File: src/rtl/pipe_pkg.sv
// Shared pipeline-stage definitions: elastic buffer state encoding and IF/ID payload layout.
package pipe_pkg;

    typedef enum logic [1:0] {
        EMPTY = 2'b00,
        ONE   = 2'b01,
        TWO   = 2'b10
    } state_e;

    localparam int PC_W   = 32;
    localparam int INST_W = 32;
    localparam int IFID_W = PC_W + INST_W;

    // RV32I canonical NOP: addi x0, x0, 0
    localparam logic [INST_W-1:0] NOP_INST = 32'h0000_0013;

endpackage

File: src/rtl/sat_counter.sv
// Saturating up-counter; holds at all-ones instead of wrapping. Shared by performance counters.
module sat_counter #(
    parameter int W = 16
) (
    input  logic         clk,
    input  logic         rst,
    input  logic         inc,
    output logic [W-1:0] cnt
);

    logic [W-1:0] cnt_q;
    logic [W-1:0] cnt_d;

    always_comb begin
        cnt_d = cnt_q;
        if (inc && (cnt_q != {W{1'b1}})) begin
            cnt_d = cnt_q + 1'b1;
        end
    end

    // NOTE: sequential state uses <= so every flop samples pre-edge values and no ordering race exists.
    always_ff @(posedge clk or negedge rst) begin
        if (!rst) begin
            cnt_q <= '0;
        end else begin
            cnt_q <= cnt_d;
        end
    end

    assign cnt = cnt_q;

endmodule

File: src/rtl/pipe_stage_buf.sv
// Elastic 2-entry (main+skid) pipeline stage with flush and stall counter.
// Optional: define PIPE_ZERO_BUBBLE_EN to drive out_data to zero while out_valid is low.
module pipe_stage_buf
    import pipe_pkg::*;
#(
    parameter int DATA_W = IFID_W,
    parameter int CNT_W  = 16
) (
    input  logic              clk,
    input  logic              rst,
    input  logic              in_valid,
    output logic              in_ready,
    input  logic [DATA_W-1:0] in_data,
    input  logic              flush,
    output logic              out_valid,
    input  logic              out_ready,
    output logic [DATA_W-1:0] out_data,
    output logic [CNT_W-1:0]  stall_cnt
);

    state_e            state_q, state_d;
    logic [DATA_W-1:0] main_q, main_d;
    logic [DATA_W-1:0] skid_q, skid_d;
    logic              main_en, skid_en;
    logic              in_fire, out_fire;
    logic              stall_inc;

    // Ready comes from registered state only, so out_ready never reaches in_ready.
    assign in_ready  = (state_q != TWO);
    assign out_valid = (state_q != EMPTY);
    assign in_fire   = in_valid & in_ready;
    assign out_fire  = out_valid & out_ready;
    assign stall_inc = out_valid & ~out_ready;

    // NOTE: every output of this block gets a default first, so no path leaves a latch behind.
    always_comb begin
        state_d = state_q;
        main_d  = in_data;
        skid_d  = in_data;
        main_en = 1'b0;
        skid_en = 1'b0;
        unique case (state_q)
            EMPTY: begin
                if (in_fire) begin
                    main_en = 1'b1;
                    state_d = ONE;
                end
            end
            ONE: begin
                if (in_fire && out_fire) begin
                    main_en = 1'b1;
                end else if (in_fire) begin
                    skid_en = 1'b1;
                    state_d = TWO;
                end else if (out_fire) begin
                    state_d = EMPTY;
                end
            end
            TWO: begin
                if (out_fire) begin
                    main_d  = skid_q;
                    main_en = 1'b1;
                    state_d = ONE;
                end
            end
            default: state_d = EMPTY;
        endcase
        // Redirect kills everything held and discards any same-cycle capture.
        if (flush) begin
            state_d = EMPTY;
            main_en = 1'b0;
            skid_en = 1'b0;
        end
    end

    // NOTE: payload registers are reset too, so out_data reads zero straight out of reset.
    always_ff @(posedge clk or negedge rst) begin
        if (!rst) begin
            state_q <= EMPTY;
            main_q  <= '0;
            skid_q  <= '0;
        end else begin
            state_q <= state_d;
            if (main_en) main_q <= main_d;
            if (skid_en) skid_q <= skid_d;
        end
    end

`ifdef PIPE_ZERO_BUBBLE_EN
    assign out_data = out_valid ? main_q : '0;
`else
    assign out_data = main_q;
`endif

    sat_counter #(
        .W(CNT_W)
    ) u_stall_cnt (
        .clk (clk),
        .rst (rst),
        .inc (stall_inc),
        .cnt (stall_cnt)
    );

endmodule
File: config.mk
export PLATFORM = sky130hd
export DESIGN_NAME = pipe_stage_buf
export DESIGN_NICKNAME = d
export VERILOG_FILES = /design/src/rtl/pipe_pkg.sv /design/src/rtl/sat_counter.sv /design/src/rtl/pipe_stage_buf.sv
export SDC_FILE = /design/constraint.sdc
export NUM_CORES = 1
export LEC_CHECK = 0
export BUFFER_PORTS_ARGS = -buffer_cell sky130_fd_sc_hd__buf_2
export CAP_MARGIN = 20
export CORE_MARGIN = 3
export CORE_UTILIZATION = 49
export DETAILED_ROUTE_END_ITERATION = 12
export GPL_ROUTABILITY_DRIVEN = 0
export GPL_TIMING_DRIVEN = 0
export PLACE_DENSITY = 0.86
export SYNTH_ARGS = -nofsm -noshare
export SYNTH_HDL_FRONTEND = slang
export SYNTH_SLANG_ARGS = --single-unit
File: constraint.sdc
create_clock -name clk -period 1.6 [get_ports clk]
set_input_delay 0.08 -clock clk [delete_from_list [all_inputs] [get_ports clk]]
set_output_delay 0.08 -clock clk [all_outputs]
set_load 0.03 [all_outputs]
==> tab_implementation.tex, run 1 <==
\begin{tabular}{lr}
\hline
Metric & Value \\
\hline
\multicolumn{2}{l}{\textbf{GRT}} \\
\quad Pin count of the biggest net entering global routing & 88 \\
\quad First-pass GRT wire length & 28900 um \\
\quad Number of global-route vias before repair & 5371 \\
\quad Antenna violations before repair & 0 \\
\quad Residual overflow from global routing & 0 \\
\quad Total routing usage reported by global routing & 0.232 \\
\multicolumn{2}{l}{\textbf{Finish}} \\
\quad Fin nets & 785 \\
\quad Layout cell share with drive strength beyond 1 & 0.668 \\
\quad Signed area change from the synthesized netlist to the final layout & 50.7\% \\
\quad Total inserted antenna cells & 0 \\
\quad Final std cell area, no fill & 10500 um2 \\
\quad Total area of multi-input combinational cells & 3610 um2 \\
\quad Number of filler cells placed in the layout & 716 \\
\quad Finished Layout Cells & 904 \\
\quad Combined flip-flop and latch cell area & 3670 um2 \\
\quad Core Util, Final & 0.773 \\
\multicolumn{2}{l}{\textbf{Detailed routing}} \\
\quad Total wirelength of the detailed-routed design & 20700 um \\
\quad Routed Antenna Nets & 0 \\
\quad Average vias per placed instance & 5.47 \\
\quad Detailed-route via count & 4942 \\
\quad Detailed-router iteration count before antenna repair & 4 \\
\quad DR iter-0 viols & 212 \\
\quad DRC errors left & 0 \\
\quad Wire length per cell after detailed routing & 22.9 um \\
\multicolumn{2}{l}{\textbf{Setup path}} \\
\quad Critical Path Max Stage Delay & 400 ps \\
\quad Data arrival at the endpoint of the critical path & 2160 ps \\
\quad Crit path launch type & flop \\
\quad Cell at the slowest stage of the critical path & sky130\_fd\_sc\_hd\_\_dfrtp\_1 \\
\quad Type of the worst setup path & reg -> reg \\
\quad Type of element capturing the critical path & flop \\
\quad Required time at the worst-slack endpoint & 1900 ps \\
\quad Top cell family by delay on the critical path & buffers and inverters \\
\quad Buffers plus inverters on the worst setup path & 4 \\
\quad CP cell instances & buf\_6, nor2b\_4, nor3b\_4, buf\_4, buf\_12, clkbuf\_16, mux2\_4 \\
\quad Internal reg-to-reg setup slack & -260 ps \\
\quad Max Fanout on Critical Path & 6 \\
\multicolumn{2}{l}{\textbf{Clock network}} \\
\quad Clk root buf & sky130\_fd\_sc\_hd\_\_clkbuf\_16 \\
\quad TritonCTS clock tree & built \\
\quad Deepest level of the CTS H-tree & 4 \\
\quad Clock buffers created by TritonCTS & 17 \\
\quad Source-to-sink clock delay at the later pin of the worst-skew pair & 420 ps \\
\quad Number of buffers on the longest clock path & 2 \\
\quad Clock Sinks & 146 \\
\quad Clock slew at reported path FFs & 60 ps \\
\multicolumn{2}{l}{\textbf{Synth}} \\
\quad Library cell with the highest instance count after synthesis & sky130\_fd\_sc\_hd\_\_dfrtp\_1 \\
\quad Post-Synthesis Net Count & 502 \\
\quad Most instantiated flip-flop cell in the synthesis netlist & sky130\_fd\_sc\_hd\_\_dfrtp\_1 \\
\quad Post-Synth Adder-Cell Area & 0.00179 \\
\quad Xor-xnor portion of the synthesized cell area & 0.0176 \\
\quad Synth cell count leaders & 146 x sky130\_fd\_sc\_hd\_\_dfrtp\_1, 120 x sky130\_fd\_sc\_hd\_\_mux2\_4, 73 x sky130\_fd\_sc\_hd\_\_mux2\_2, 12 x sky130\_fd\_sc\_hd\_\_xor2\_1 \\
\quad Seq/Total Area, Yosys & 0.523 \\
\quad Simple logic cell fraction of the synthesized area & 0.0387 \\
\quad Syn Area/Cell & 16.2 um2 \\
\quad Number of distinct library cells after synthesis & 33 \\
\quad Top cell type's share of synthesized area & 0.523 \\
\quad Number of synthesized register bits & 146 \\
\quad Leading area contributor after synthesis & sky130\_fd\_sc\_hd\_\_dfrtp\_1 \\
\quad Fraction of registers with async set or reset after synthesis & 1.00 \\
\quad Compound-Gate Fraction of Synth Area & 0.00860 \\
\quad Netlist area before placement & 6980 um2 \\
\quad Biggest area contributors in the synthesized netlist & sky130\_fd\_sc\_hd\_\_dfrtp\_1 52\%, sky130\_fd\_sc\_hd\_\_mux2\_4 26\%, sky130\_fd\_sc\_hd\_\_mux2\_2 12\% \\
\quad Dominant combinational cell family by area after synthesis & multiplexers \\
\quad Post-synthesis cell count & 432 \\
\quad Synth warn & 0 \\
\quad Portion of netlist area occupied by mux cells & 0.376 \\
\quad EDFF count, synth & 0 \\
\multicolumn{2}{l}{\textbf{STA}} \\
\quad Post-layout minimum cycle time & 1860 ps \\
\quad Final Hold Violating Endpoints & 0 \\
\quad Worst rel slew slack & 0.598 \\
\quad Setup TNS & -26780 ps \\
\quad Number of slew-limit violations in the final report & 0 \\
\quad Clock skew & 12.9 ps \\
\quad Period utilisation layout & 1.16 \\
\quad Setup slack after layout & -263 ps \\
\quad Fmax & 537 MHz \\
\quad Final setup violating endpoints & 144 \\
\quad Worst Max-Slew Pin Slew & 603 ps \\
\quad RSZ-0062 raised after global routing & true \\
\multicolumn{2}{l}{\textbf{Outcome}} \\
\quad Status & finished, violations left \\
\quad Violated checks & negative setup slack \\
\multicolumn{2}{l}{\textbf{Place}} \\
\quad Half-perimeter wire length after detailed placement & 10300 um \\
\quad DP Area & 8060 um2 \\
\quad Input/output buffers & 150 \\
\quad Number of placed cells counting well taps & 759 \\
\multicolumn{2}{l}{\textbf{Floorplan}} \\
\quad Number of rows created at floorplan & 42 \\
\quad Die outline width & 125 um \\
\quad Die Y & 125 um \\
\quad Boundary pin count & 151 \\
\quad Die area & 15700 um2 \\
\quad Core Area & 13600 um2 \\
\quad Starting Density & 0.513 \\
\multicolumn{2}{l}{\textbf{Power}} \\
\quad Worst ir drop on vdd & 1.12 mV \\
\quad Pwr per Cell Area & 1210 nW/um2 \\
\quad Leakage power total & 5.21 nW \\
\multicolumn{2}{l}{\textbf{Flow run}} \\
\quad Max-Cap Viols & 0 \\
\multicolumn{2}{l}{\textbf{Min path}} \\
\quad Hold WC Path Type & in -> reg \\
\hline
\end{tabular}
[cell type report]
class                      count  share of cell area
buffer                        22              0.0404
clock buffer                  18              0.0417
tap                          176              0.0209
multi-input combinational    261               0.343
timing repair buffer         264               0.193
clock inverter                14              0.0113
inverter                       3             0.00107
sequential                   146               0.349
[power by group]
| part | internal [mW] | switching (mW) | total, mW |
|---|---|---|---|
| Combinational | 1.94 | 1.77 | 3.71 |
| Clock | 2.07 | 1.75 | 3.82 |
| Sequential | 4.56 | 0.663 | 5.22 |
[path summary, 6_finish.rpt]
check | startpoint | endpoint | depth (start not counted)
worst min-delay path | in_valid | state_q[0]$_DFFE_PN0P_ | 4
worst min register to register | out_data[40]$_DFFE_PN0P_ | out_data[40]$_DFFE_PN0P_ | 1
max in group asynchronous | rst | skid_q[48]$_DFFE_PN0P_ | 3
worst max-delay path | state_q[1]$_DFFE_PN0P_ | skid_q[5]$_DFFE_PN0P_ | 7
worst max register to register | state_q[1]$_DFFE_PN0P_ | skid_q[5]$_DFFE_PN0P_ | 7
min in group asynchronous | rst | out_data[7]$_DFFE_PN0P_ | 2
[placed cells by master, fill, tap and decap left out, drive strengths merged]
cell	instances
o21a	1
dfrtp	146
xor2	12
and3	1
nand4	4
nand2	7
inv	10
nor2b	1
o21bai	1
nor3b	2
buf	213
ha	1
or4	1
clkinvlp	4
dlygate4sd3	67
nor4b	3
nor2	4
clkinv	3
a21oi	5
nand3	6
nand2b	1
or2	2
xnor2	2
mux2	193
nor3	6
o22a	1
and2b	1
clkbuf	24
nor4	6
[kinds of logic after synthesis]
logic type      Yosys count
fa+ha+maj                 1
xor+xnor                 14
simple gates             45
buf+inv                  25
flops                   146
compound gates            8
mux                     193
[metal layers]
metal | vias up | part of all wire | global-route usage
li1 | 2120 | - | -
met3 | 45 | 0.050 | 0.0631
met4 | 0 | 0.025 | 0.0842
met5 | - | 0 | 0
met1 | 2576 | 0.39 | 0.271
met2 | 201 | 0.53 | 0.410
[metrics by stage]
step / setup WS [ps] / total power [mW] / hold WS (ps)
final: -263 / 12.8 / 157
after global routing: -297 / 13.2 / 145
after CTS: -154 / 12.2 / 112
after detailed placement: -396 / 8.05 / 91.4
after global placement: -1780 / 7.86 / 317
after floorplan: -93.6 / 7.10 / -216
[worst register-to-register path: cells and delay by family, from the launching register on]
family | cells | cell delay [ps]
mux | 1 | 310
flops | 1 | 400
buf+inv | 4 | 590
simple gates | 2 | 440
[timing repair]
item,4_1_cts,5_1_grt
buffers inserted,20,16
pin swaps,6,11
setup endpoints to repair,140,145
gates cloned,5,6
gates resized for setup,71,104
hold buffers,67,0
endpoints found under the hold margin,125,0
[sequential cells by signal, summed over array words and instances (netlist names)]
| register | cells |
|---|---|
| skid_q | 64 |
| out_data | 64 |
| u_stall_cnt.cnt | 16 |
| state_q | 2 |
No activity file was read; power rests on OpenSTA's default activity.
==> inputs of run 2 (changes only) <==
Settings changed: CAP_MARGIN 20 to 40, CELL_PAD_IN_SITES_DETAIL_PLACEMENT set to 1, CELL_PAD_IN_SITES_GLOBAL_PLACEMENT set to 2, CORE_UTILIZATION 49 to 35, PLACE_DENSITY 0.86 to 0.87.
==> run 2 against run 1 <==
  * The run still ends with negative setup slack left
  * Via count shrank 4.7%
  * Largest power group unchanged
  * Routed wire length decreased by 3.3%
  * Critical path type unchanged
  * Hold slack worse by 53 ps
==> tab_implementation.tex, run 2 (synthesis results as in run 1) <==
\begin{tabular}{lr}
\hline
Metric & Value \\
\hline
\multicolumn{2}{l}{\textbf{Outcome}} \\
\quad Status & finished, violations left \\
\quad Violated checks & negative setup slack \\
\multicolumn{2}{l}{\textbf{Power}} \\
\quad Pwr per Cell Area & 1220 nW/um2 \\
\quad Worst ir drop on vdd & 0.711 mV \\
\quad Post-layout power & 12.9 mW \\
\quad Leakage power total & 5.17 nW \\
\multicolumn{2}{l}{\textbf{Clock network}} \\
\quad Clock Sinks & 146 \\
\quad TritonCTS clock tree & built \\
\quad Clock buffers created by TritonCTS & 17 \\
\quad Clk root buf & sky130\_fd\_sc\_hd\_\_clkbuf\_16 \\
\quad Clock slew at reported path FFs & 60 ps \\
\quad Source-to-sink clock delay at the later pin of the worst-skew pair & 420 ps \\
\quad Number of buffers on the longest clock path & 2 \\
\quad Deepest level of the CTS H-tree & 4 \\
\multicolumn{2}{l}{\textbf{Detailed routing}} \\
\quad Total wirelength of the detailed-routed design & 20000 um \\
\quad Routed Antenna Nets & 0 \\
\quad DR iter-0 viols & 95 \\
\quad Detailed-route via count & 4710 \\
\quad Wire length per cell after detailed routing & 20.1 um \\
\quad Average vias per placed instance & 4.74 \\
\quad Detailed-router iteration count before antenna repair & 4 \\
\quad DRC errors left & 0 \\
\multicolumn{2}{l}{\textbf{Flow run}} \\
\quad Max-Cap Viols & 0 \\
\multicolumn{2}{l}{\textbf{Finish}} \\
\quad Fin nets & 786 \\
\quad Final std cell area, no fill & 10500 um2 \\
\quad Signed area change from the synthesized netlist to the final layout & 50.8\% \\
\quad Finished Layout Cells & 993 \\
\quad Highest-count cells in the layout ignoring fill and taps & 183 x sky130\_fd\_sc\_hd\_\_mux2\_4, 147 x sky130\_fd\_sc\_hd\_\_buf\_2, 136 x sky130\_fd\_sc\_hd\_\_dfrtp\_1, 67 x sky130\_fd\_sc\_hd\_\_dlygate4sd3\_1, 25 x sky130\_fd\_sc\_hd\_\_buf\_6 \\
\quad Most common cell after layout, fill and taps aside & sky130\_fd\_sc\_hd\_\_mux2\_4 \\
\quad Layout cell share with drive strength beyond 1 & 0.659 \\
\quad Total inserted antenna cells & 0 \\
\multicolumn{2}{l}{\textbf{Place}} \\
\quad Input/output buffers & 150 \\
\quad Number of placed cells counting well taps & 848 \\
\quad DP Area & 8170 um2 \\
\quad Half-perimeter wire length after detailed placement & 11600 um \\
\multicolumn{2}{l}{\textbf{Min path}} \\
\quad Hold path depth & 4 \\
\quad Endpoint of the worst hold path & state\_q[0]\$\_DFFE\_PN0P\_ \\
\quad Hold path startpoint & in\_valid \\
\quad Hold WC Path Type & in -> reg \\
\multicolumn{2}{l}{\textbf{STA}} \\
\quad Number of slew-limit violations in the final report & 0 \\
\quad Worst Max-Slew Pin Slew & 511 ps \\
\quad Clock skew & 10.2 ps \\
\quad Final Hold Violating Endpoints & 0 \\
\quad Worst rel slew slack & 0.660 \\
\quad Fmax & 540 MHz \\
\quad Final setup violating endpoints & 135 \\
\quad Post-layout minimum cycle time & 1850 ps \\
\quad Setup TNS & -21440 ps \\
\quad Setup slack after layout & -251 ps \\
\quad RSZ-0062 raised after global routing & true \\
\quad Period utilisation layout & 1.16 \\
\multicolumn{2}{l}{\textbf{Setup path}} \\
\quad Critical Path Max Stage Delay & 460 ps \\
\quad Type of element capturing the critical path & flop \\
\quad Cell at the slowest stage of the critical path & sky130\_fd\_sc\_hd\_\_dfrtp\_2 \\
\quad Worst reg2reg path endpoint & out\_data[54]\$\_DFFE\_PN0P\_ \\
\quad Crit path launch type & flop \\
\quad CP cell instances & and2b\_2, nand2\_4, buf\_12, buf\_12, mux2\_4, mux2\_4 \\
\quad Internal reg-to-reg setup slack & -250 ps \\
\quad Reg2reg start & state\_q[1]\$\_DFFE\_PN0P\_ \\
\quad Data arrival at the endpoint of the critical path & 2150 ps \\
\quad Type of the worst setup path & reg -> reg \\
\quad Depth of the worst register-to-register path & 6 \\
\quad Required time at the worst-slack endpoint & 1900 ps \\
\quad Max Fanout on Critical Path & 10 \\
\multicolumn{2}{l}{\textbf{Floorplan}} \\
\quad Boundary pin count & 151 \\
\quad Number of rows created at floorplan & 51 \\
\quad Die outline width & 147 um \\
\quad Die Y & 147 um \\
\quad Core Area & 19500 um2 \\
\quad Starting Density & 0.358 \\
\quad Die area & 21700 um2 \\
\multicolumn{2}{l}{\textbf{GRT}} \\
\quad Residual overflow from global routing & 0 \\
\quad Antenna violations before repair & 0 \\
\quad First-pass GRT wire length & 32100 um \\
\quad Number of global-route vias before repair & 5651 \\
\quad Total routing usage reported by global routing & 0.188 \\
\quad Pin count of the biggest net entering global routing & 95 \\
\hline
\end{tabular}
-- run 2: layout make-up --
type                    instances  area (um2)
clock buffers                  21         470
repair buffers                267        2050
inverters                       3        11.3
flip-flops and latches        146        3670
fillers                      1917        9000
multi-input cells             261        3560
well taps                     265         332
clock inverters                10         133
plain buffers                  20         315
-- run 2: worst max path at each step --
stage                                   start                              to  slack, ps
3_3_place_gp                              rst  u_stall_cnt.cnt[5]$_DFFE_PN0P_      -1900
4_1_cts                state_q[1]$_DFFE_PN0P_        out_data[40]$_DFFE_PN0P_       -230
2_1_floorplan  u_stall_cnt.cnt[0]$_DFFE_PN0P_  u_stall_cnt.cnt[2]$_DFFE_PN0P_        -90
6_report               state_q[1]$_DFFE_PN0P_        out_data[54]$_DFFE_PN0P_       -250
5_1_grt                state_q[1]$_DFFE_PN0P_          skid_q[36]$_DFFE_PN0P_       -310
3_5_place_dp           state_q[1]$_DFFE_PN0P_         out_data[7]$_DFFE_PN0P_       -530
-- run 2: critical path: cells and delay by family (launching register included) --
family / cells / cell delay [ps]
multiplexers: 2 / 580
AND/OR/NAND/NOR: 2 / 340
buffers and inverters: 2 / 340
flip-flops: 1 / 460
-- run 2: per-layer routing --
layer	wire length, um	part of all wire	global-route usage
met1	8450	0.42	0.231
met2	10600	0.53	0.335
met3	726	0.036	0.0490
met4	187	0.0094	0.0359
met5	0	0	0
-- run 2: through the flow --
step | util | hold slack [ps] | worst slack [ps]
finish | 0.539 | 104 | -251
global route | 0.539 | 114 | -308
CTS | 0.537 | 73.4 | -227
detailed placement | 0.418 | 75.3 | -527
global placement | 0.417 | 320 | -1900
floorplan | - | -216 | -93.6
-- run 2: repair_timing --
item / CTS / global route
setup buffers: 38 / 14
setup endpoints to repair: 144 / 146
resized for setup: 125 / 44
pin swaps: 4 / 16
gates cloned: 8 / 0
endpoints found under the hold margin: 118 / 0
hold buffers: 67 / 0
-- run 2: report_power, final --
group	internal, mW	switching (mW)	total [mW]
sequential	4.56	0.589	5.15
clock	2.56	1.56	4.12
combinational	1.91	1.71	3.61
==> inputs of run 3 (changes only) <==
Settings changed: ABC_AREA set to 1, CORE_UTILIZATION 35 to 29.
==> run 3 against run 2 <==
  * The flow now finishes without violations
  * Via count is 34% higher
  * Combinational power is 24% higher
  * Global-route usage is 2.4 points lower
  * Clock skew is 1.5 ps higher
  * Core utilization is 13 points lower
  * Routed wire length is 5.6% higher
==> tab_implementation.tex, run 3 <==
\begin{tabular}{lr}
\hline
Metric & Value \\
\hline
\multicolumn{2}{l}{\textbf{Place}} \\
\quad DP Area & 8180 um2 \\
\quad Post-Place Worst Slack & -102 ps \\
\quad Input/output buffers & 150 \\
\quad Half-perimeter wire length after detailed placement & 14300 um \\
\multicolumn{2}{l}{\textbf{Outcome}} \\
\quad Status & completed \\
\multicolumn{2}{l}{\textbf{Synth}} \\
\quad Post-synthesis cell count & 854 \\
\quad Portion of netlist area occupied by mux cells & 0 \\
\quad Top cell type's share of synthesized area & 0.523 \\
\quad Compound-Gate Fraction of Synth Area & 0.173 \\
\quad Biggest area contributors in the synthesized netlist & sky130\_fd\_sc\_hd\_\_dfrtp\_1 52\%, sky130\_fd\_sc\_hd\_\_nand2\_1 10\%, sky130\_fd\_sc\_hd\_\_inv\_1 7.8\% \\
\quad Dominant combinational cell family by area after synthesis & compound AO/OA/AOI/OAI gates \\
\quad Post-Synthesis Net Count & 924 \\
\quad Most instantiated flip-flop cell in the synthesis netlist & sky130\_fd\_sc\_hd\_\_dfrtp\_1 \\
\quad Number of synthesized register bits & 146 \\
\quad Number of distinct library cells after synthesis & 22 \\
\quad Seq/Total Area, Yosys & 0.523 \\
\quad Xor-xnor portion of the synthesized cell area & 0.0100 \\
\quad Netlist area before placement & 6990 um2 \\
\quad Leading area contributor after synthesis & sky130\_fd\_sc\_hd\_\_dfrtp\_1 \\
\quad Synth warn & 0 \\
\quad Simple logic cell fraction of the synthesized area & 0.170 \\
\quad Library cell with the highest instance count after synthesis & sky130\_fd\_sc\_hd\_\_nand2\_1 \\
\quad Post-Synth Adder-Cell Area & 0.00179 \\
\quad Fraction of registers with async set or reset after synthesis & 1.00 \\
\quad Synth cell count leaders & 190 x sky130\_fd\_sc\_hd\_\_nand2\_1, 146 x sky130\_fd\_sc\_hd\_\_dfrtp\_1, 145 x sky130\_fd\_sc\_hd\_\_inv\_1, 88 x sky130\_fd\_sc\_hd\_\_o21ai\_0, 84 x sky130\_fd\_sc\_hd\_\_nor2\_1 \\
\quad Syn Area/Cell & 8.18 um2 \\
\quad EDFF count, synth & 0 \\
\multicolumn{2}{l}{\textbf{GRT}} \\
\quad Residual overflow from global routing & 0 \\
\quad Antenna violations before repair & 0 \\
\quad Pin count of the biggest net entering global routing & 79 \\
\quad First-pass GRT wire length & 34500 um \\
\quad Number of global-route vias before repair & 6738 \\
\quad Total routing usage reported by global routing & 0.164 \\
\multicolumn{2}{l}{\textbf{Clock network}} \\
\quad Clock buffers created by TritonCTS & 17 \\
\quad Number of buffers on the longest clock path & 2 \\
\quad Clock Sinks & 146 \\
\quad Source-to-sink clock delay at the later pin of the worst-skew pair & 430 ps \\
\quad Deepest level of the CTS H-tree & 4 \\
\quad Clk root buf & sky130\_fd\_sc\_hd\_\_clkbuf\_16 \\
\quad Clock slew at reported path FFs & 60 ps \\
\quad TritonCTS clock tree & built \\
\multicolumn{2}{l}{\textbf{Finish}} \\
\quad Total inserted antenna cells & 0 \\
\quad Most common cell after layout, fill and taps aside & sky130\_fd\_sc\_hd\_\_nand2\_1 \\
\quad Core Util, Final & 0.410 \\
\quad Signed area change from the synthesized netlist to the final layout & 38.0\% \\
\quad Number of filler cells placed in the layout & 2859 \\
\quad Highest-count cells in the layout ignoring fill and taps & 189 x sky130\_fd\_sc\_hd\_\_nand2\_1, 155 x sky130\_fd\_sc\_hd\_\_buf\_2, 145 x sky130\_fd\_sc\_hd\_\_inv\_1, 142 x sky130\_fd\_sc\_hd\_\_dfrtp\_1, 84 x sky130\_fd\_sc\_hd\_\_o21ai\_0 \\
\quad Fin nets & 1167 \\
\quad Final std cell area, no fill & 9640 um2 \\
\quad Layout cell share with drive strength beyond 1 & 0.276 \\
\multicolumn{2}{l}{\textbf{Detailed routing}} \\
\quad Routed Antenna Nets & 0 \\
\quad Wire length per cell after detailed routing & 14.8 um \\
\quad DR iter-0 viols & 226 \\
\quad Detailed-route via count & 6298 \\
\quad DRC errors left & 0 \\
\quad Total wirelength of the detailed-routed design & 21100 um \\
\quad Average vias per placed instance & 4.41 \\
\quad Detailed-router iteration count before antenna repair & 4 \\
\multicolumn{2}{l}{\textbf{Setup path}} \\
\quad Critical Path Max Stage Delay & 450 ps \\
\quad Cell at the slowest stage of the critical path & sky130\_fd\_sc\_hd\_\_dfrtp\_2 \\
\quad Type of the worst setup path & reg -> reg \\
\quad Crit path launch type & flop \\
\quad Type of element capturing the critical path & flop \\
\quad Max Fanout on Critical Path & 10 \\
\quad Required time at the worst-slack endpoint & 1910 ps \\
\quad Data arrival at the endpoint of the critical path & 1880 ps \\
\quad CP cell instances & inv\_1, nand2\_2, nor3\_2, o21ai\_2, buf\_6, buf\_4, nor2\_1, a21oi\_2 \\
\quad Depth of the worst register-to-register path & 8 \\
\multicolumn{2}{l}{\textbf{Floorplan}} \\
\quad Number of rows created at floorplan & 56 \\
\quad Starting Density & 0.297 \\
\quad Core Area & 23500 um2 \\
\quad Die area & 26000 um2 \\
\quad Die Y & 161 um \\
\quad Boundary pin count & 151 \\
\quad Die outline width & 161 um \\
\multicolumn{2}{l}{\textbf{Power}} \\
\quad Post-layout power & 14.3 mW \\
\quad Leakage power total & 5.01 nW \\
\quad Pwr per Cell Area & 1490 nW/um2 \\
\quad Worst ir drop on vdd & 0.733 mV \\
\multicolumn{2}{l}{\textbf{STA}} \\
\quad Setup slack after layout & 26.2 ps \\
\quad Worst Max-Slew Pin Slew & 550 ps \\
\quad Fmax & 635 MHz \\
\quad Final setup violating endpoints & 0 \\
\quad Period utilisation layout & 0.984 \\
\quad RSZ-0062 raised after global routing & true \\
\quad Setup TNS & 0 ps \\
\quad Clock skew & 11.7 ps \\
\quad Worst rel slew slack & 0.633 \\
\quad Final Hold Violating Endpoints & 0 \\
\quad Post-layout minimum cycle time & 1570 ps \\
\quad Number of slew-limit violations in the final report & 0 \\
\multicolumn{2}{l}{\textbf{Flow run}} \\
\quad Max-Cap Viols & 0 \\
\multicolumn{2}{l}{\textbf{Min path}} \\
\quad Hold WC Path Type & in -> reg \\
\quad Hold path depth & 5 \\
\hline
\end{tabular}
## run 3: cell types whose count changed after synthesis, sizes merged, moves of 3 or more
cell and change:
a21oi +60, nor3 -5, o21ai +139, nand2 +185, nor4 -6, mux2 -193, nor2 +81, buf +23
xor2 -4, nand3 +12, nor4b -3, inv +144
## run 3: metrics by stage
stage	hold WS, ps	instances
5_1_grt	95.5	1428
6_report	77.2	1428
3_3_place_gp	338	1323
3_5_place_dp	81.7	1324
4_1_cts	42.7	1422
2_1_floorplan	-216	854
## run 3: what timing repair did
action,CTS,global route
setup buffers,1,4
hold endpoints to repair,152,0
pin swaps,0,1
cloned,0,2
gates resized for setup,15,50
endpoints found under the setup margin,80,135
hold buffers,66,0
## run 3: kinds of logic after synthesis
| group | after synthesis |
|---|---|
| simple gates | 302 |
| compound gates | 204 |
| buf+inv | 193 |
| flops | 146 |
| xor+xnor | 8 |
| fa+ha+maj | 1 |
## run 3: per-layer routing
layer / global-route usage / vias up / routed length [um]
met1: 0.211 / 3037 / 9780
li1: - / 3123 / -
met5: 0 / - / 0
met3: 0.0308 / 18 / 769
met2: 0.283 / 120 / 10300
met4: 0.0446 / 0 / 242
## run 3: where the power goes
part           leakage [nW]  internal [mW]  switching (mW)  total [mW]
Clock                 0.294           2.51            1.68        4.20
Sequential             1.77           4.99           0.664        5.66
Combinational          2.95           1.55            2.91        4.46
## run 3: path summary, 6_finish.rpt
check	startpoint	endpoint	slack [ps]
hold reg to reg	skid_q[3]$_DFFE_PN0P_	skid_q[3]$_DFFE_PN0P_	490
setup / recovery	state_q[1]$_DFFE_PN0P_	skid_q[53]$_DFFE_PN0P_	30
setup reg to reg	state_q[1]$_DFFE_PN0P_	skid_q[53]$_DFFE_PN0P_	30
hold / removal	in_valid	state_q[0]$_DFFE_PN0P_	80
min in group asynchronous	rst	out_data[52]$_DFFE_PN0P_	210
max in group asynchronous	rst	state_q[0]$_DFFE_PN0P_	580
## run 3: area by class of cell
type	count	area (um2)	area share
plain buffers	46	389	0.0404
clock buffers	18	439	0.0455
clock inverters	13	171	0.0178
inverters	147	552	0.0572
multi-input cells	515	2530	0.263
flip-flops and latches	146	3660	0.379
well taps	319	399	0.0414
repair buffers	224	1500	0.156
## run 3: worst max-delay path, delay by kind of cell (launching register included)
kind                   cells  cell delay [ps]
AOI/OAI and AO/OA          2              190
DFF                        1              450
and+or+nand+nor            3              380
buffers and inverters      3              450
